File: src/rtl/pc_update_if.sv
// Instruction/operand bundle between the fetch side and the SEQ back half.
// Single-cycle datapath: no handshake; inputs are consumed on every clk posedge.
interface pc_update_if;
  logic [3:0]  icode;
  logic [3:0]  ifun;
  logic [3:0]  rA;
  logic [3:0]  rB;
  logic [63:0] valC;
  logic [63:0] valP;
  logic [63:0] valM;
  logic [3:0]  dbg_id;
  logic [63:0] valA;
  logic [63:0] valB;
  logic [63:0] valE;
  logic        ZF;
  logic        SF;
  logic        OF;
  logic        Cnd;
  logic [63:0] PC_next;
  logic [63:0] rsp;
  logic [63:0] dbg_val;

  modport master (
    output icode, ifun, rA, rB, valC, valP, valM, dbg_id,
    input  valA, valB, valE, ZF, SF, OF, Cnd, PC_next, rsp, dbg_val
  );

  modport slave (
    input  icode, ifun, rA, rB, valC, valP, valM, dbg_id,
    output valA, valB, valE, ZF, SF, OF, Cnd, PC_next, rsp, dbg_val
  );
endinterface

File: src/rtl/pc_update.sv
// Y86-64 SEQ back half: decode, execute, condition codes, write-back and PC select.
// Register file and CC are the only state; everything else is combinational.
module pc_update #(
  parameter logic [63:0] RCX_INIT = 64'd100,
  parameter logic [63:0] RBP_INIT = 64'd4,
  parameter logic [63:0] RSP_INIT = 64'd256
) (
  input logic        clk,
  input logic        reset,
  pc_update_if.slave bus
);
  localparam logic [3:0] R_NONE = 4'hF;
  localparam logic [3:0] R_RSP  = 4'h4;

  logic [63:0] regs [15];
  logic        zf_q, sf_q, of_q;

  logic [3:0]  src_a, src_b, dst_e, dst_m, alu_fun;
  logic [63:0] val_a, val_b, alu_a, alu_b, val_e, pc_next;
  logic        cnd, of_new;

  always_comb begin
    src_a = R_NONE;
    src_b = R_NONE;
    case (bus.icode)
      4'h2, 4'h4, 4'h6, 4'hA: src_a = bus.rA;
      4'h9, 4'hB:             src_a = R_RSP;
      default:                src_a = R_NONE;
    endcase
    case (bus.icode)
      4'h4, 4'h5, 4'h6:        src_b = bus.rB;
      4'h8, 4'h9, 4'hA, 4'hB:  src_b = R_RSP;
      default:                 src_b = R_NONE;
    endcase
  end

  assign val_a = (src_a == R_NONE) ? 64'd0 : regs[src_a];
  assign val_b = (src_b == R_NONE) ? 64'd0 : regs[src_b];

  always_comb begin
    alu_a = 64'd0;
    alu_b = 64'd0;
    case (bus.icode)
      4'h2, 4'h6:        alu_a = val_a;
      4'h3, 4'h4, 4'h5:  alu_a = bus.valC;
      4'h8, 4'hA:        alu_a = 64'hFFFF_FFFF_FFFF_FFF8;
      4'h9, 4'hB:        alu_a = 64'd8;
      default:           alu_a = 64'd0;
    endcase
    case (bus.icode)
      4'h4, 4'h5, 4'h6, 4'h8, 4'h9, 4'hA, 4'hB: alu_b = val_b;
      default:                                   alu_b = 64'd0;
    endcase
  end

  assign alu_fun = (bus.icode == 4'h6) ? bus.ifun : 4'h0;

  // Overflow is derived from operand/result sign bits, never from a wider sum.
  always_comb begin
    val_e  = 64'd0;
    of_new = 1'b0;
    case (alu_fun)
      4'h0: begin
        val_e  = alu_b + alu_a;
        of_new = (alu_a[63] == alu_b[63]) && (val_e[63] != alu_a[63]);
      end
      4'h1: begin
        val_e  = alu_b - alu_a;
        of_new = (alu_a[63] != alu_b[63]) && (val_e[63] != alu_b[63]);
      end
      4'h2:    val_e = alu_b & alu_a;
      4'h3:    val_e = alu_b ^ alu_a;
      default: val_e = 64'd0;
    endcase
  end

  always_comb begin
    cnd = 1'b0;
    if (bus.icode == 4'h2 || bus.icode == 4'h7) begin
      case (bus.ifun)
        4'h0:    cnd = 1'b1;
        4'h1:    cnd = (sf_q ^ of_q) | zf_q;
        4'h2:    cnd = sf_q ^ of_q;
        4'h3:    cnd = zf_q;
        4'h4:    cnd = !zf_q;
        4'h5:    cnd = !(sf_q ^ of_q);
        4'h6:    cnd = !(sf_q ^ of_q) && !zf_q;
        default: cnd = 1'b0;
      endcase
    end
  end

  always_comb begin
    dst_e = R_NONE;
    dst_m = R_NONE;
    case (bus.icode)
      4'h3, 4'h6:              dst_e = bus.rB;
      4'h2:                    dst_e = cnd ? bus.rB : R_NONE;
      4'h8, 4'h9, 4'hA, 4'hB:  dst_e = R_RSP;
      default:                 dst_e = R_NONE;
    endcase
    case (bus.icode)
      4'h5, 4'hB: dst_m = bus.rA;
      default:    dst_m = R_NONE;
    endcase
  end

  always_comb begin
    pc_next = bus.valP;
    case (bus.icode)
      4'h7:    pc_next = cnd ? bus.valC : bus.valP;
      4'h8:    pc_next = bus.valC;
      4'h9:    pc_next = bus.valM;
      default: pc_next = bus.valP;
    endcase
  end

  // The M write is issued last so popq %rsp leaves valM in %rsp.
  always_ff @(posedge clk or posedge reset) begin
    if (reset) begin
      for (int i = 0; i < 15; i++) regs[i] <= 64'd0;
      regs[1] <= RCX_INIT;
      regs[4] <= RSP_INIT;
      regs[5] <= RBP_INIT;
      zf_q    <= 1'b1;
      sf_q    <= 1'b0;
      of_q    <= 1'b0;
    end else begin
      if (dst_e != R_NONE) regs[dst_e] <= val_e;
      if (dst_m != R_NONE) regs[dst_m] <= bus.valM;
      if (bus.icode == 4'h6) begin
        zf_q <= (val_e == 64'd0);
        sf_q <= val_e[63];
        of_q <= of_new;
      end
    end
  end

  assign bus.valA    = val_a;
  assign bus.valB    = val_b;
  assign bus.valE    = val_e;
  assign bus.ZF      = zf_q;
  assign bus.SF      = sf_q;
  assign bus.OF      = of_q;
  assign bus.Cnd     = cnd;
  assign bus.PC_next = pc_next;
  assign bus.rsp     = regs[R_RSP];
  assign bus.dbg_val = (bus.dbg_id == R_NONE) ? 64'd0 : regs[bus.dbg_id];
endmodule

File: src/flat_wrapper.sv
// flat-port wrapper written by rule: the top's interface ports become plain ports
module pc_update_flat 
#(
  parameter logic [63:0] RCX_INIT = 64'd100,
  parameter logic [63:0] RBP_INIT = 64'd4,
  parameter logic [63:0] RSP_INIT = 64'd256
)
  (clk, reset, bus_icode, bus_ifun, bus_rA, bus_rB, bus_valC, bus_valP, bus_valM, bus_dbg_id, bus_valA, bus_valB, bus_valE, bus_ZF, bus_SF, bus_OF, bus_Cnd, bus_PC_next, bus_rsp, bus_dbg_val);
  pc_update_if bus_i ();
  input logic clk;
  input logic reset;
  input wire logic [$bits(bus_i.icode)-1:0] bus_icode;
  input wire logic [$bits(bus_i.ifun)-1:0] bus_ifun;
  input wire logic [$bits(bus_i.rA)-1:0] bus_rA;
  input wire logic [$bits(bus_i.rB)-1:0] bus_rB;
  input wire logic [$bits(bus_i.valC)-1:0] bus_valC;
  input wire logic [$bits(bus_i.valP)-1:0] bus_valP;
  input wire logic [$bits(bus_i.valM)-1:0] bus_valM;
  input wire logic [$bits(bus_i.dbg_id)-1:0] bus_dbg_id;
  output wire logic [$bits(bus_i.valA)-1:0] bus_valA;
  output wire logic [$bits(bus_i.valB)-1:0] bus_valB;
  output wire logic [$bits(bus_i.valE)-1:0] bus_valE;
  output wire logic [$bits(bus_i.ZF)-1:0] bus_ZF;
  output wire logic [$bits(bus_i.SF)-1:0] bus_SF;
  output wire logic [$bits(bus_i.OF)-1:0] bus_OF;
  output wire logic [$bits(bus_i.Cnd)-1:0] bus_Cnd;
  output wire logic [$bits(bus_i.PC_next)-1:0] bus_PC_next;
  output wire logic [$bits(bus_i.rsp)-1:0] bus_rsp;
  output wire logic [$bits(bus_i.dbg_val)-1:0] bus_dbg_val;
  assign bus_i.icode = bus_icode;
  assign bus_i.ifun = bus_ifun;
  assign bus_i.rA = bus_rA;
  assign bus_i.rB = bus_rB;
  assign bus_i.valC = bus_valC;
  assign bus_i.valP = bus_valP;
  assign bus_i.valM = bus_valM;
  assign bus_i.dbg_id = bus_dbg_id;
  assign bus_valA = bus_i.valA;
  assign bus_valB = bus_i.valB;
  assign bus_valE = bus_i.valE;
  assign bus_ZF = bus_i.ZF;
  assign bus_SF = bus_i.SF;
  assign bus_OF = bus_i.OF;
  assign bus_Cnd = bus_i.Cnd;
  assign bus_PC_next = bus_i.PC_next;
  assign bus_rsp = bus_i.rsp;
  assign bus_dbg_val = bus_i.dbg_val;
  pc_update #(.RCX_INIT(RCX_INIT), .RBP_INIT(RBP_INIT), .RSP_INIT(RSP_INIT)) u_core (.clk(clk), .reset(reset), .bus(bus_i));
endmodule
File: config.mk
export PLATFORM = sky130hd
export DESIGN_NAME = pc_update_flat
export DESIGN_NICKNAME = d
export VERILOG_FILES = /design/src/rtl/pc_update_if.sv /design/src/rtl/pc_update.sv /design/src/flat_wrapper.sv
export SDC_FILE = /design/constraint.sdc
export NUM_CORES = 2
export LEC_CHECK = 0
export CELL_PAD_IN_SITES_DETAIL_PLACEMENT = 2
export CELL_PAD_IN_SITES_GLOBAL_PLACEMENT = 2
export CORE_ASPECT_RATIO = 1.2
export CORE_UTILIZATION = 38
export CTS_CLUSTER_DIAMETER = 60
export DETAILED_ROUTE_END_ITERATION = 8
export PLACE_DENSITY_LB_ADDON = 0.1
export SYNTH_ARGS = -nofsm -noshare
export SYNTH_HDL_FRONTEND = slang
export SYNTH_SLANG_ARGS = --single-unit
File: constraint.sdc
create_clock -name clk -period 101.3 [get_ports clk]
set_input_delay 30.39 -clock clk [delete_from_list [all_inputs] [get_ports clk]]
set_output_delay 30.39 -clock clk [all_outputs]
set_load 0.1 [all_outputs]
# Word level (Yosys, flattened, before mapping)
# Cells that the tools add are included.
dict set report word_totals {
  out_inout_bits 388
  inputBits 214
  ff_bits 963
}
dict set report classes {
  muxes 34
  n_lt_le_gt_ge 7
  add_sub_neg 2
  n_bitwise 9
  n_eq_ne 28
  n_reduce_logical 21
}
# cell count
set ops {}
lappend ops {{960-bit bitwise mux} 2}
lappend ops {{960-bit 2-to-1 mux} 2}
lappend ops {{64-bit 2-to-1 mux} 13}
lappend ops {{64-bit binary-select mux with 4-bit select} 3}
lappend ops {{64-bit demux with 4-bit select} 2}
lappend ops {{64-bit case mux with 4 select lines} 2}
lappend ops {{64-bit case mux with 3 select lines} 1}
lappend ops {{64-bit adder} 1}
lappend ops {{64-bit AND} 1}
lappend ops {{64-bit zero test} 1}
lappend ops {{64-bit subtractor} 1}
lappend ops {{64-bit bitwise XOR} 1}
lappend ops {{4-bit by 3-bit == test with 1-bit output (second input constant)} 7}
lappend ops {{4-bit == test (second input constant)} 7}
lappend ops {{5-bit >= comparator (second input constant)} 5}
lappend ops {{4-bit NOT with 5-bit output} 5}
lappend ops {{4-bit by 2-bit == test with 1-bit output (second input constant)} 6}
lappend ops {{4-bit case mux with 2 select lines} 2}
lappend ops {{4-bit 2-to-1 mux} 3}
lappend ops {{4-bit case mux with 3 select lines} 1}
lappend ops {{5-bit by 1-bit less-than comparator with 1-bit output (second input constant)} 2}
lappend ops {{2-bit OR reduction} 5}
lappend ops {{4-bit by 1-bit == test with 1-bit output (second input constant)} 2}
lappend ops {{4-bit zero test} 2}
lappend ops {{other kinds (14)} 24}

# Longest topological paths before layout
dict set report logic_depth {
  word_depth 16
  mapped_depth 32
  mapped_depth_nobuf 27
}

# Worst setup path after synthesis
# OpenSTA, ideal clock, no wires.
dict set report synth_timing {
  kind {in2out}
  start {in bus_icode[1]}
  end {out bus_valE[59]}
  stages 27
  t_arrival_ns 37.510
  path_buffers 7
  setup_slack_ns 33.400
  required_time_ns 70.910
  cell_sequence {buf_4 -> nor2_1 -> a211o_1 -> or2_2 -> clkbuf_1 -> nand2_1 -> clkbuf_1 -> clkbuf_1 -> clkbuf_1 -> a221oi_1 -> o31ai_1 -> a22o_1 -> a221oi_1 -> ha_1 -> buf_2 -> nand2b_1 -> a221oi_1 -> o311a_1 -> a211o_1 -> o211a_1 -> nor3_2 -> a22oi_4 -> a31oi_2 -> a2111oi_2 -> or4_1 -> nand2_2 -> buf_1}
}
dict set report synth_via {
  elab_chain_len 11
  word_cells_on_any_way 43
}
# element line
set synth_lines {}
lappend synth_lines {{start, declared} flat_wrapper.sv:12} ;# input wire logic [$bits(bus_i.icode)-1:0] bus_icode;
lappend synth_lines {{4-bit by 3-bit == test with 1-bit output (tied with other cells)} pc_update.sv:25} ;# case (bus.icode)
lappend synth_lines {{4-bit OR reduction / 2-bit OR reduction (equally long branches)} pc_update.sv:25}
lappend synth_lines {{4-bit case mux with 2 select lines (*)} pc_update.sv:25}
lappend synth_lines {{4-bit NOT with 5-bit output (implied by the code)} pc_update.sv:37} ;# assign val_a = (src_a == R_NONE) ? 64'd0 : regs[src_a];
lappend synth_lines {{64-bit binary-select mux with 4-bit select} pc_update.sv:37}
lappend synth_lines {{64-bit 2-to-1 mux (implied by the code) (2 in series)} pc_update.sv:37}
lappend synth_lines {{64-bit 2-to-1 mux (*)} pc_update.sv:37}
lappend synth_lines {{via bus_valA[30]} flat_wrapper.sv:20} ;# output wire logic [$bits(bus_i.valA)-1:0] bus_valA;
lappend synth_lines {{64-bit case mux with 4 select lines (*)} pc_update.sv:43} ;# case (bus.icode)
lappend synth_lines {{64-bit subtractor / 64-bit adder (equally long branches)} {pc_update.sv:68, pc_update.sv:64}}
lappend synth_lines {{64-bit case mux with 4 select lines (*)} pc_update.sv:62} ;# case (alu_fun)
lappend synth_lines {{end, declared} flat_wrapper.sv:22} ;# output wire logic [$bits(bus_i.valE)-1:0] bus_valE;
# Mark *: on every way through the listed nets, which the timed path passes. The rest lies on a longest branch. The select of a mux whose other input is x is not followed.

# Final worst setup path
dict set report layout_timing {
  start {in bus_icode[3]}
  end {out bus_valE[59]}
}
dict set report layout_via {
  elab_chain_len 11
  word_cells_on_any_way 43
}
# element line
set layout_lines {}
lappend layout_lines {{4-bit by 3-bit == test with 1-bit output (tied with other cells)} -}
lappend layout_lines {{4-bit OR reduction (tied with other cells)} pc_update.sv:25}
lappend layout_lines {{4-bit case mux with 2 select lines, on equally long branches} {pc_update.sv:25, pc_update.sv:30}}
lappend layout_lines {{4-bit NOT with 5-bit output, on equally long branches} {pc_update.sv:37, pc_update.sv:38}}
lappend layout_lines {{64-bit binary-select mux with 4-bit select, on equally long branches} {pc_update.sv:37, pc_update.sv:38}}
lappend layout_lines {{64-bit 2-to-1 mux, on equally long branches (3 in series)} {pc_update.sv:37, pc_update.sv:38}}
lappend layout_lines {{64-bit case mux with 4 select lines / 64-bit 2-to-1 mux (equally long branches)} {pc_update.sv:43, pc_update.sv:50}}
lappend layout_lines {{64-bit subtractor (tied with other cells)} pc_update.sv:68} ;# val_e = alu_b - alu_a;
lappend layout_lines {{64-bit case mux with 4 select lines (*)} pc_update.sv:62}
# Every way passes the cells marked *; elsewhere a longest branch is shown, timed or not. The select of a mux whose other input is x is not followed.

==> impl_table.tex <==
\begin{tabular}{lr}
\hline
Metric & Value \\
\hline
\multicolumn{2}{l}{\textbf{Die}} \\
Row count & 185 \\
Die area & 0.216 sq mm \\
Initial cell density of the core & 0.383 \\
Chip Width & 424 microns \\
Die Y & a little over 500 microns \\
Io pins & between 600 and 700 \\
Floorplan core area & 0.212 sq mm \\
\multicolumn{2}{l}{\textbf{Layout}} \\
Sequential cell area & 0.0241 sq mm \\
Filler instances & between 20000 and 25000 \\
Area of combinational cells with multiple inputs & 0.0524 sq mm \\
Fin cells & 14071 \\
Ratio of cells with drive above 1 in the final layout & 0.0907 \\
Final instance area & 0.0939 sq mm \\
Area Overhead vs Synth & 15.4\% \\
Final Net Count & 11479 \\
\multicolumn{2}{l}{\textbf{Placed design}} \\
Hpwl dp & 385 mm \\
Final GP Congestion & between 1 and 1.5 \\
Post-DP Area & 0.0893 sq mm \\
Pre-CTS setup slack & 29.16 ns \\
IO Port Bufs & 601 \\
Total instance count after detailed placement & 13800 \\
\multicolumn{2}{l}{\textbf{Power and ir drop}} \\
Worst ir drop on vdd & 17.2 uV \\
Switching part of the total power & 0.520 \\
Share of power burned in the clock network & 0.223 \\
P\_sw & between 0.001 and 0.0015 W \\
Power density of the placed cells & about 24 mW/mm\^{}2 \\
Logic gate share of total power & 0.490 \\
Static Leak & 36.6 nW \\
Cell-internal power & 0.00110 W \\
Total power & 0.00229 W \\
Reg power frac & 0.287 \\
\multicolumn{2}{l}{\textbf{Min path}} \\
Instance count along the most critical hold path & 2 \\
HP Start & u\_core.regs[838]\$\_DFF\_PP1\_ \\
Worst hold path type & register to register \\
Hold Path Sink & u\_core.regs[838]\$\_DFF\_PP1\_ \\
\multicolumn{2}{l}{\textbf{Detailed routing}} \\
Count of TritonRoute iterations in the first routing pass & 7 \\
Post-DRT Antenna Nets & 0 \\
Average routed wire per standard cell & 41.8 microns \\
Average vias per placed instance & approximately 7.5 \\
Iteration-0 DRC count of the detailed router & 15897 \\
Routed wire length & 588 mm \\
\# DRC & 0 \\
Number of vias in the routed layout & 105693 \\
\multicolumn{2}{l}{\textbf{STA}} \\
Max-slew headroom & -0.0350 \\
Actual transition at the worst max-transition pin & 1.55 ns \\
Setup TNS & 0 ns \\
Final worst-path setup slack & 28.74 ns \\
Number of setup violations in the final report & 0 \\
Period Utilization, post-route & 0.716 \\
Count of endpoints failing hold in the final timing report & 0 \\
Maximum clock rate & between 0.01 and 0.015 GHz \\
Unrepaired setup endpoints after global routing & no \\
Max Slew Vio Count & 3 \\
Crit path time final & $\sim$73 ns \\
Post-route clock skew & 0.0490 ns \\
\multicolumn{2}{l}{\textbf{GRT}} \\
Via count of the first global-routing pass & $\sim$110k \\
Global-route usage over all layers & 0.527 \\
First-pass GRT wire length & 815 mm \\
Largest net degree at the start of global routing & 165 \\
Number of antenna violations at the first check in global routing & 64 \\
Remaining global-route overflow & 0 \\
\multicolumn{2}{l}{\textbf{Setup path}} \\
Endpoint type of the worst setup path & primary output \\
Worst reg2reg startpoint & u\_core.bus.rsp[33]\$\_DFF\_PP0\_ \\
Minimum setup slack among reg-to-reg paths & 92.87 ns \\
Setup CP Type & input pin to primary output \\
Arr. time, crit path & 42.17 ns \\
Worst R2R Path Depth & 17 \\
Worst flop-to-flop path endpoint & u\_core.bus.ZF\$\_DFFE\_PP1N\_ \\
Worst endpoint required time & 70.91 ns \\
CP Max Fanout & 59 \\
Startpoint type of the worst setup path & input pin \\
\multicolumn{2}{l}{\textbf{Clock network}} \\
\# H-tree levels & 4 \\
TritonCTS clock tree & built \\
Cell chosen for the clock root & clkbuf\_16 \\
Buffer count from post-CTS setup fixing & 0 \\
Clock sinks & 963 \\
Post-cts sizing count & 0 \\
Hold bufs inserted after CTS & 0 \\
Clock latency on the worst-skew pair & 0.87 ns \\
Clock transition at the registers of the reported paths & 0.06 ns \\
Clock buffer depth & 3 \\
Number of buffers inserted during clock tree synthesis & 134 \\
\multicolumn{2}{l}{\textbf{Synthesis}} \\
Ys async rst share & 1.00 \\
Average cell area after synthesis & roughly 7.2 sq um \\
Cell count after synthesis & 11305 \\
Main area contributors after synthesis & dfrtp\_1, nand2\_1, mux4\_2 \\
Portion of synthesized cell area occupied by the leading cell type & 0.294 \\
Yosys warnings & 0 \\
Net count of the mapped netlist & approximately 12000 \\
Combined area of all synthesized cells & 0.0814 sq mm \\
Library cell with the largest summed area after synthesis & dfrtp\_1 \\
Seq cells post-synth & 963 \\
Portion of the post-synthesis area used by sequential elements & 0.296 \\
Number of distinct library cells after synthesis & approximately 110 \\
Post-synth EDFFs & 0 \\
Primary flip-flop cell chosen by synthesis mapping & dfrtp\_1 \\
\multicolumn{2}{l}{\textbf{Flow run}} \\
Total of max-cap violations & 1 \\
\multicolumn{2}{l}{\textbf{Run status}} \\
Outcome & finished with violations \\
Violations in the final reports & max-capacitance violations, max-slew violations \\
\hline
\end{tabular}
## cells in the mapped netlist (11+ instances only)
cell type / n
o211ai_1: 472
o21a_1: 22
nand2_1: 2791
buf_1: 189
nand3_1: 826
mux2i_1: 158
a211oi_1: 96
buf_4: 69
nor3_1: 75
a21oi_1: 820
a211o_1: 11
a31oi_1: 184
clkbuf_1: 925
nor4_1: 33
or2_2: 33
xnor2_1: 15
o22ai_1: 79
a311oi_1: 35
buf_2: 35
ha_1: 132
and3_1: 51
nor2b_1: 31
mux4_2: 256
nor2_1: 782
inv_1: 205
a21o_1: 24
o21ai_1: 12
dfrtp_1: 957
a22oi_1: 139
nand4_1: 44
and2_1: 19
nand2b_1: 19
o21bai_1: 17
a221oi_1: 203
a22o_1: 67
o21ai_0: 1143
o31ai_1: 104
## state kept, by name, summed over array words and instances (netlist names)
| register | count |
|---|---|
| u_core.regs | 896 |
| u_core.bus.rsp | 64 |
| u_core.bus.OF | 1 |
| u_core.bus.SF | 1 |
| u_core.bus.ZF | 1 |
## critical path, cell delays in order
cell,delay (ns)
clkdlybuf4s50_1,0.86
inv_1,0.31
nor2_1,0.64
nand2_1,0.60
nand2_4,0.86
buf_4,0.81
buf_4,0.76
a22oi_1,0.21
nor2_1,0.18
a21oi_1,0.06
o21ai_0,0.20
a22o_1,0.34
a221oi_1,0.16
ha_1,0.78
inv_1,0.13
a21oi_1,0.33
a21oi_1,0.22
o311ai_4,0.59
a211oi_2,0.18
nor3_2,0.67
a22oi_4,0.15
a31oi_2,0.27
a2111oi_2,0.11
or4_1,0.55
nand2_2,0.08
buf_4,0.34
clkdlybuf4s50_1,1.22
## cell type report
cell class | instances | share of cell area
multi-input cells | 8909 | 0.558
flip-flops and latches | 963 | 0.257
repair buffers | 910 | 0.0899
clock buffers | 175 | 0.0399
well taps | 2805 | 0.0374
clock inverters | 64 | 0.00882
inverters | 213 | 0.00859
diodes | 32 | 0.000852
## stage by stage
stage / util / hold WS (ns)
2_1_floorplan: - / 0.481
4_1_cts: 0.442 / 0.548
6_report: 0.443 / 0.549
3_5_place_dp: 0.421 / 0.515
3_3_place_gp: 0.421 / 0.501
5_1_grt: 0.442 / 0.572
## placed cells by master (no fill, tap or decap), types with 136 or more instances in the layout
master,instances
a21oi_1,809
a221oi_1,199
a22oi_1,138
a31oi_1,180
buf_4,311
clkbuf_16,136
clkdlybuf4s50_1,584
dfrtp_1,957
inv_1,204
mux2i_1,158
mux4_2,256
nand2_1,2777
nand3_1,823
nor2_1,741
o211ai_1,472
o21ai_0,1141
## kinds of logic after synthesis
| group | count (synthesis) | share of synthesized area |
|---|---|---|
| XOR/XNOR | 17 | 0.00183 |
| flip-flops | 963 | 0.296 |
| AND/OR/NAND/NOR | 4763 | 0.244 |
| multiplexers | 414 | 0.0903 |
| adder cells (fa/ha/maj) | 134 | 0.0208 |
| AO/OA/AOI/OAI | 3581 | 0.277 |
| buffers and inverters | 1433 | 0.0700 |
## per-layer routing
layer | vias to the layer above | GRT usage | wire length, microns
li1 | 40173 | - | -
met3 | 2511 | 0.243 | 92100
met4 | 50 | 0.351 | 45700
met5 | - | 0.00489 | 1120
met1 | 54406 | 0.648 | 214000
met2 | 8553 | 0.730 | 236000
## how the worst max path moves through the flow
stage	endpoint	cells after the start	from	slack, ns
2_1_floorplan	bus_valE[59]	27	bus_icode[1]	33.40
3_3_place_gp	bus_valE[56]	25	bus_icode[3]	29.54
5_1_grt	bus_valE[59]	27	bus_icode[3]	28.62
6_report	bus_valE[59]	27	bus_icode[3]	28.74
3_5_place_dp	bus_valE[56]	25	bus_icode[3]	29.16
4_1_cts	bus_valE[56]	25	bus_icode[3]	29.14
## power groups by stage
stage	Clock [W]	Sequential, W	Combinational [W]
2_1_floorplan	0	0.000583	0.000736
3_5_place_dp	0	0.000646	0.00107
4_1_cts	0.000509	0.000642	0.00108
5_1_grt	0.000522	0.000661	0.00115
3_3_place_gp	0	0.000636	0.00104
6_report	0.000512	0.000659	0.00112
Note: power is estimated with default switching activity, not from simulation.
